**config.mk**
```make
export PLATFORM = sky130hd
export DESIGN_NAME = time_source_gen
export DESIGN_NICKNAME = d
export VERILOG_FILES = /design/src/rtl/time_source_gen_pkg.sv /design/src/rtl/time_source_gen_counter_chain.sv /design/src/rtl/time_source_gen.sv
export SDC_FILE = /design/constraint.sdc
export NUM_CORES = 1
export LEC_CHECK = 0
export ABC_AREA = 0
export BUFFER_PORTS_ARGS = -buffer_cell sky130_fd_sc_hd__buf_2
export CAP_MARGIN = 20
export CORE_ASPECT_RATIO = 1.25
export CORE_MARGIN = 2
export CORE_UTILIZATION = 45
export DETAILED_ROUTE_END_ITERATION = 16
export SLEW_MARGIN = 30
export SYNTH_ARGS = -nofsm -noshare
export SYNTH_HDL_FRONTEND = slang
export SYNTH_HIERARCHICAL = 1
export SYNTH_SLANG_ARGS = --single-unit
```
**constraint.sdc**
```tcl
create_clock -name clk -period 3.3 [get_ports clk]
set_clock_uncertainty 0.15 [all_clocks]
set_input_delay 0.33 -clock clk [delete_from_list [all_inputs] [get_ports clk]]
set_output_delay 0.33 -clock clk [all_outputs]
set_load 0.02 [all_outputs]
```
**src/rtl/time_source_gen_pkg.sv**
```systemverilog
// ----------------------------------------------------------------------------
// time_source_gen_pkg
// Shared definitions for the time source: packed time-word field widths,
// field maximum values, stopwatch state encoding, watch field-select encoding
// and a modulo step helper used for field adjust.
// ----------------------------------------------------------------------------
package time_source_gen_pkg;

    localparam int HOUR_W = 5;
    localparam int MIN_W  = 6;
    localparam int SEC_W  = 6;
    localparam int CSEC_W = 7;
    localparam int TIME_W = HOUR_W + MIN_W + SEC_W + CSEC_W;

    localparam logic [HOUR_W-1:0] HOUR_MAX = 5'd23;
    localparam logic [MIN_W-1:0]  MIN_MAX  = 6'd59;
    localparam logic [SEC_W-1:0]  SEC_MAX  = 6'd59;
    localparam logic [CSEC_W-1:0] CSEC_MAX = 7'd99;

    typedef enum logic [1:0] {
        SW_IDLE = 2'd0,
        SW_RUN  = 2'd1,
        SW_STOP = 2'd2
    } sw_state_t;

    typedef enum logic [1:0] {
        FIELD_CSEC = 2'd0,
        FIELD_SEC  = 2'd1,
        FIELD_MIN  = 2'd2,
        FIELD_HOUR = 2'd3
    } field_sel_t;

    // Step a field by +/-1 modulo (max_value + 1). Fields narrower than
    // 7 bits are passed zero-extended and truncated back by the caller.
    function automatic logic [6:0] step_mod(input logic [6:0] value,
                                            input logic [6:0] max_value,
                                            input logic       up);
        logic [6:0] result;
        if (up) begin
            result = (value == max_value) ? 7'd0 : value + 7'd1;
        end else begin
            result = (value == 7'd0) ? max_value : value - 7'd1;
        end
        return result;
    endfunction

endpackage

```
**src/rtl/time_source_gen_counter_chain.sv**
```systemverilog
// ----------------------------------------------------------------------------
// time_counter_chain
// One hour/min/sec/csec counter chain with full same-cycle carry, per-field
// adjust (no carry/borrow) and a synchronous clear that loads load_value.
// Ports:
//   clk, rst        clock, asynchronous active-low reset (loads INIT_VALUE)
//   tick            advance the chain by one csec
//   adj_en          enables field adjust
//   field_sel       field to adjust (csec/sec/min/hour)
//   up, down        adjust step direction; both high means no adjust
//   clear           synchronous load of load_value, highest priority
//   load_value      packed value loaded by clear
//   time_data       packed {hour, min, sec, csec}
// ----------------------------------------------------------------------------
module time_counter_chain
    import time_source_gen_pkg::*;
#(
    parameter logic [TIME_W-1:0] INIT_VALUE = '0
) (
    input  logic              clk,
    input  logic              rst,
    input  logic              tick,
    input  logic              adj_en,
    input  logic [1:0]        field_sel,
    input  logic              up,
    input  logic              down,
    input  logic              clear,
    input  logic [TIME_W-1:0] load_value,
    output logic [TIME_W-1:0] time_data
);

    logic [HOUR_W-1:0] hour, hour_next;
    logic [MIN_W-1:0]  min,  min_next;
    logic [SEC_W-1:0]  sec,  sec_next;
    logic [CSEC_W-1:0] csec, csec_next;
    logic              adjust;

    assign adjust = adj_en && (up ^ down);

    // An adjust takes the whole cycle: a coincident tick is dropped.
    always_comb begin
        hour_next = hour;
        min_next  = min;
        sec_next  = sec;
        csec_next = csec;
        if (clear) begin
            {hour_next, min_next, sec_next, csec_next} = load_value;
        end else if (adjust) begin
            case (field_sel)
                FIELD_CSEC: csec_next = CSEC_W'(step_mod(7'(csec), 7'(CSEC_MAX), up));
                FIELD_SEC:  sec_next  = SEC_W'(step_mod(7'(sec), 7'(SEC_MAX), up));
                FIELD_MIN:  min_next  = MIN_W'(step_mod(7'(min), 7'(MIN_MAX), up));
                default:    hour_next = HOUR_W'(step_mod(7'(hour), 7'(HOUR_MAX), up));
            endcase
        end else if (tick) begin
            if (csec == CSEC_MAX) begin
                csec_next = '0;
                if (sec == SEC_MAX) begin
                    sec_next = '0;
                    if (min == MIN_MAX) begin
                        min_next  = '0;
                        hour_next = (hour == HOUR_MAX) ? '0 : hour + 1'b1;
                    end else begin
                        min_next = min + 1'b1;
                    end
                end else begin
                    sec_next = sec + 1'b1;
                end
            end else begin
                csec_next = csec + 1'b1;
            end
        end
    end

    always_ff @(posedge clk or negedge rst) begin
        if (!rst) begin
            {hour, min, sec, csec} <= INIT_VALUE;
        end else begin
            hour <= hour_next;
            min  <= min_next;
            sec  <= sec_next;
            csec <= csec_next;
        end
    end

    assign time_data = {hour, min, sec, csec};

endmodule

```
**src/rtl/time_source_gen.sv**
```systemverilog
// ----------------------------------------------------------------------------
// time_source_gen
// Produces the packed 24-bit time word for the display path from either a
// stopwatch chain or a free-running watch chain.
// Ports:
//   clk, rst      clock, asynchronous active-low reset
//   i_mode        0 = stopwatch on output, 1 = watch on output
//   i_run_stop    pulse, toggles stopwatch run/stop
//   i_clear       pulse, clears stopwatch when not running
//   i_set_en      level, enables watch field adjust
//   i_sel_field   watch field to adjust (0 csec, 1 sec, 2 min, 3 hour)
//   i_up, i_down  pulses, step the selected watch field
//   o_time_data   registered packed {hour, min, sec, csec}
//   o_running     high while the stopwatch is in RUN
//   o_tick        one-cycle pulse at each TICK_HZ tick
// ----------------------------------------------------------------------------
module time_source_gen
    import time_source_gen_pkg::*;
#(
    parameter int CLK_FREQ  = 100_000_000,
    parameter int TICK_HZ   = 100,
    parameter int INIT_HOUR = 12
) (
    input  logic              clk,
    input  logic              rst,
    input  logic              i_mode,
    input  logic              i_run_stop,
    input  logic              i_clear,
    input  logic              i_set_en,
    input  logic [1:0]        i_sel_field,
    input  logic              i_up,
    input  logic              i_down,
    output logic [TIME_W-1:0] o_time_data,
    output logic              o_running,
    output logic              o_tick
);

    localparam int DIV   = CLK_FREQ / TICK_HZ;
    localparam int CNT_W = (DIV > 1) ? $clog2(DIV) : 1;
    localparam logic [CNT_W-1:0]  CNT_LAST   = CNT_W'(DIV - 1);
    localparam logic [TIME_W-1:0] WATCH_INIT = {HOUR_W'(INIT_HOUR), 19'd0};

    logic [CNT_W-1:0]  tick_cnt;
    sw_state_t         state, state_next;
    logic              running;
    logic              sw_tick;
    logic              sw_clear;
    logic [TIME_W-1:0] sw_time;
    logic [TIME_W-1:0] watch_time;

    always_ff @(posedge clk or negedge rst) begin
        if (!rst) begin
            tick_cnt <= '0;
        end else if (tick_cnt == CNT_LAST) begin
            tick_cnt <= '0;
        end else begin
            tick_cnt <= tick_cnt + 1'b1;
        end
    end

    assign o_tick = (tick_cnt == CNT_LAST);

    always_ff @(posedge clk or negedge rst) begin
        if (!rst) begin
            state <= SW_IDLE;
        end else begin
            state <= state_next;
        end
    end

    // run_stop takes priority over clear in every state.
    always_comb begin
        state_next = state;
        if (i_run_stop) begin
            case (state)
                SW_IDLE: state_next = SW_RUN;
                SW_RUN:  state_next = SW_STOP;
                SW_STOP: state_next = SW_RUN;
                default: state_next = SW_IDLE;
            endcase
        end else if (i_clear && state != SW_RUN) begin
            state_next = SW_IDLE;
        end
    end

    // The chain counts on the current state, so a tick landing on the
    // RUN->STOP edge is still counted.
    always_comb begin
        running  = (state == SW_RUN);
        sw_tick  = o_tick && (state == SW_RUN);
        sw_clear = i_clear && !i_run_stop && (state != SW_RUN);
    end

    assign o_running = running;

    time_counter_chain #(
        .INIT_VALUE ('0)
    ) u_stopwatch (
        .clk        (clk),
        .rst        (rst),
        .tick       (sw_tick),
        .adj_en     (1'b0),
        .field_sel  (2'b00),
        .up         (1'b0),
        .down       (1'b0),
        .clear      (sw_clear),
        .load_value ('0),
        .time_data  (sw_time)
    );

    time_counter_chain #(
        .INIT_VALUE (WATCH_INIT)
    ) u_watch (
        .clk        (clk),
        .rst        (rst),
        .tick       (o_tick),
        .adj_en     (i_set_en),
        .field_sel  (i_sel_field),
        .up         (i_up),
        .down       (i_down),
        .clear      (1'b0),
        .load_value (WATCH_INIT),
        .time_data  (watch_time)
    );

    always_ff @(posedge clk or negedge rst) begin
        if (!rst) begin
            o_time_data <= '0;
        end else begin
            o_time_data <= i_mode ? watch_time : sw_time;
        end
    end

endmodule

```
==> flow_summary.yaml <==
status:
  status: "complete, no violations"
worst_setup_path:
  critical_path_buf_inv_count: 1
  critPathCaptureType: "flop"
  path_class: "flop to flop"
  crit_path_max_fanout: 8
  path_cells: "or3_1, or3_1, nor3_2, and2_1, inv_1, a2111oi_1, a211oi_1, a211oi_1, a21oi_1"
  path_delay_family: "simple AND/OR/NAND/NOR gates"
  cp.arrival_ns: 3.15
  critPathLaunchType: "flop"
  cp_slowest_stage_delay_ns: 0.46
  cp.required_ns: 3.35
  slowest_stage: "a2111oi_1"
routing:
  drtPass1Iterations: 5
  viasPerCell: 5.78
  antenna_left: 0
  drc: 0
  wirelength_um: 16300
  wl_per_cell_um: 16.1
  drtIter0Drc: 495
  via_count: 5877
hold_path:
  hp-class: "primary input to flop"
clock_tree:
  cts_sinks: 94
  cts_buffers: 9
  root_buffer: "clkbuf_16"
  cts_buffer_depth: 2
  cts_tree: "built"
  clock_latency_ns: 0.35
  clk_pin_slew_ns: 0.07
  post_cts_buffers: 0
  cts_max_level: 3
place:
  gp_congestion: 0.883
  place.detailed.hpwl_um: 11400
  post-place-ws_ns: 0.179
  port_buffers: 35
  place_area_um2: 7130
floorplan:
  rows: 49
  initial_core_util_pct: 46.0
  die_width_um: 112
  coreArea_um2: 14300
  die_area_um2: 15700
  pin_count: 36
  fp.dieH_um: 139
timing:
  setup_viol: 0
  hold_viol_final: 0
  min_period_ns: 3.10
  slew_viol_final: 0
  timing.fmax_ghz: 0.322
  fin_crit_sh_pct: 94.0
  worstMarginPinSlew_ns: 0.781
  setup_ws_ns: 0.197
  relSlewSlack_pct: 47.6
layout:
  final_nets: 867
  nFillCells: 1361
  final_common_cell: "dfrtp_1"
  final_cell_mix: "92 x dfrtp_1, 71 x conb_1, 61 x nand2_1, 61 x nor2_1, 57 x o21ai_0"
  design_area_um2: 7420
  antennaDiodeCount: 0
  synthToLayoutAreaGrowth_pct: 12.3
  drive_above_1_share_pct: 13.0
synth:
  synth-seq-cells: 94
  ys_seq_area_share_pct: 35.6
  synth_compound_area_share_pct: 21.7
  synth-adder-area-share_pct: 4.36
  synth-async-reset-ratio_pct: 100
  syn_area_per_cell_um2: 8.70
  yosysUniqueCellTypes: 81
  synth_cells: 759
  synthSimpleGateAreaFrac_pct: 22.2
  synth_ff_type: "dfrtp_1"
  ys_warn_count: 6
  synth_area_um2: 6610
  muxShareOfSynthArea_pct: 5.70
  synth_edf_count: 0
  synth_top_family_by_area: "simple AND/OR/NAND/NOR gates"
  yosys.area_share.xor_xnor_pct: 4.91
power_and_ir_drop:
  leakage_nw: 3.16
  peakVddDrop_v: 0.000340
  total_power_mw: 4.60
  powerDensity_nw_per_um2: 620
global_route:
  grt_max_degree: 95
  grt_usage_pct: 21.6
  grt_pass1_wl_um: 28100
  grt-ovfl-total: 0
  grt_pass1_vias: 5867
  antenna_found_initial: 0
run:
  max-cap-violations: 0
Yosys cell counts, drive strengths merged, types with 5 or more instances:
cell type | instances | share of area [%]
dfrtp | 92 | 35
nor2 | 62 | 3.6
nand2 | 61 | 3.5
o21ai | 57 | 4.3
a21oi | 38 | 2.9
clkbuf | 38 | 2.2
inv | 31 | 1.8
mux2 | 29 | 4.9
nand3 | 28 | 2.2
nor3 | 25 | 2.1
ha | 23 | 4.4
xnor2 | 21 | 2.8
and3 | 17 | 1.6
xor2 | 16 | 2.1
o31ai | 14 | 1.6
buf | 13 | 1.3
nand4 | 13 | 1.5
a211oi | 11 | 1.3
a31oi | 11 | 1.0
or3 | 11 | 1.1
a311oi | 9 | 1.2
nor4 | 9 | 1.1
o22ai | 8 | 0.76
or4 | 8 | 0.91
nor2b | 7 | 0.66
and4 | 6 | 0.83
a21boi | 5 | 0.63
a311o | 5 | 0.76
and2 | 5 | 0.47
mux2i | 5 | 0.76
o211ai | 5 | 0.57
o31a | 5 | 0.68
sequential cells by signal, indices dropped and copies added (netlist names):
name	cells
u_watch/hour	5
u_watch/csec	7
tick_cnt	20
u_stopwatch/min	6
u_watch/sec	6
u_stopwatch/csec	7
u_stopwatch/hour	5
u_watch/min	6
state	2
o_time_data	24
u_stopwatch/sec	6
report_power, final:
part / total, mW / internal, mW / switching, mW
registers: 1.91 / 1.44 / 0.471
logic: 1.68 / 0.740 / 0.944
clock network: 0.999 / 0.535 / 0.464
cell type report:
| cell class | instances | area, um2 | share of cell area [%] |
|---|---|---|---|
| timing repair buffer | 46 | 275 | 3.71 |
| tap | 178 | 223 | 3.00 |
| clock inverter | 4 | 31.3 | 0.422 |
| inverter | 33 | 124 | 1.67 |
| sequential | 94 | 2350 | 31.7 |
| clock buffer | 12 | 246 | 3.32 |
| multi-input combinational | 650 | 4160 | 56.1 |
worst reg2reg max path, cell delays in order (launching register included):
cell,delay (ns)
dfrtp_1,0.42
or3_1,0.38
or3_1,0.35
nor3_2,0.25
and2_1,0.20
inv_1,0.06
a2111oi_1,0.46
a211oi_1,0.30
a211oi_1,0.31
a21oi_1,0.07
final timing paths:
kind | endpoint | slack [ns] | cells past startpoint | startpoint
max | u_stopwatch/hour[1] | 0.20 | 9 | tick_cnt[13]
min | state[1] | 0.07 | 2 | i_clear
max reg2reg | u_stopwatch/hour[1] | 0.20 | 9 | tick_cnt[13]
min reg2reg | tick_cnt[0] | 0.31 | 1 | tick_cnt[0]
max in group asynchronous | u_watch/hour[2] | 2.19 | 3 | rst
min in group asynchronous | u_watch/min[5] | 0.43 | 3 | rst
per-stage QoR:
step | utilization, % | std cells | setup TNS [ns] | hold WS (ns)
final | 51.7 | 1017 | 0 | 0.0656
after global routing | 51.7 | 1017 | -0.00796 | 0.0818
after CTS | 51.7 | 1017 | 0 | 0.0603
after detailed placement | 49.7 | 1000 | 0 | 0.283
after global placement | 49.7 | 1000 | 0 | 0.279
after floorplan | - | 828 | 0 | -0.116
layer usage:
metal / up-vias / GRT usage, % / wire [um]
met4: 0 / 7.96 / 356
met5: - / 0 / 0
met3: 28 / 3.27 / 629
li1: 2872 / - / -
met2: 133 / 37.4 / 8140
met1: 2844 / 27.4 / 7210
cell families after synthesis:
group	after synthesis
and+or+nand+nor	274
buffers and inverters	84
muxes	34
xor gates and xnor gates	37
AOI/OAI and AO/OA	211
DFF	94
adders and majority gates	23
other	2
timing repair:
action,in CTS,in global routing
hold buffers,1,0
resized for setup,0,1
hold endpoints to repair,92,0
setup endpoints to repair,0,3
Note: power is estimated with default switching activity, not from simulation.
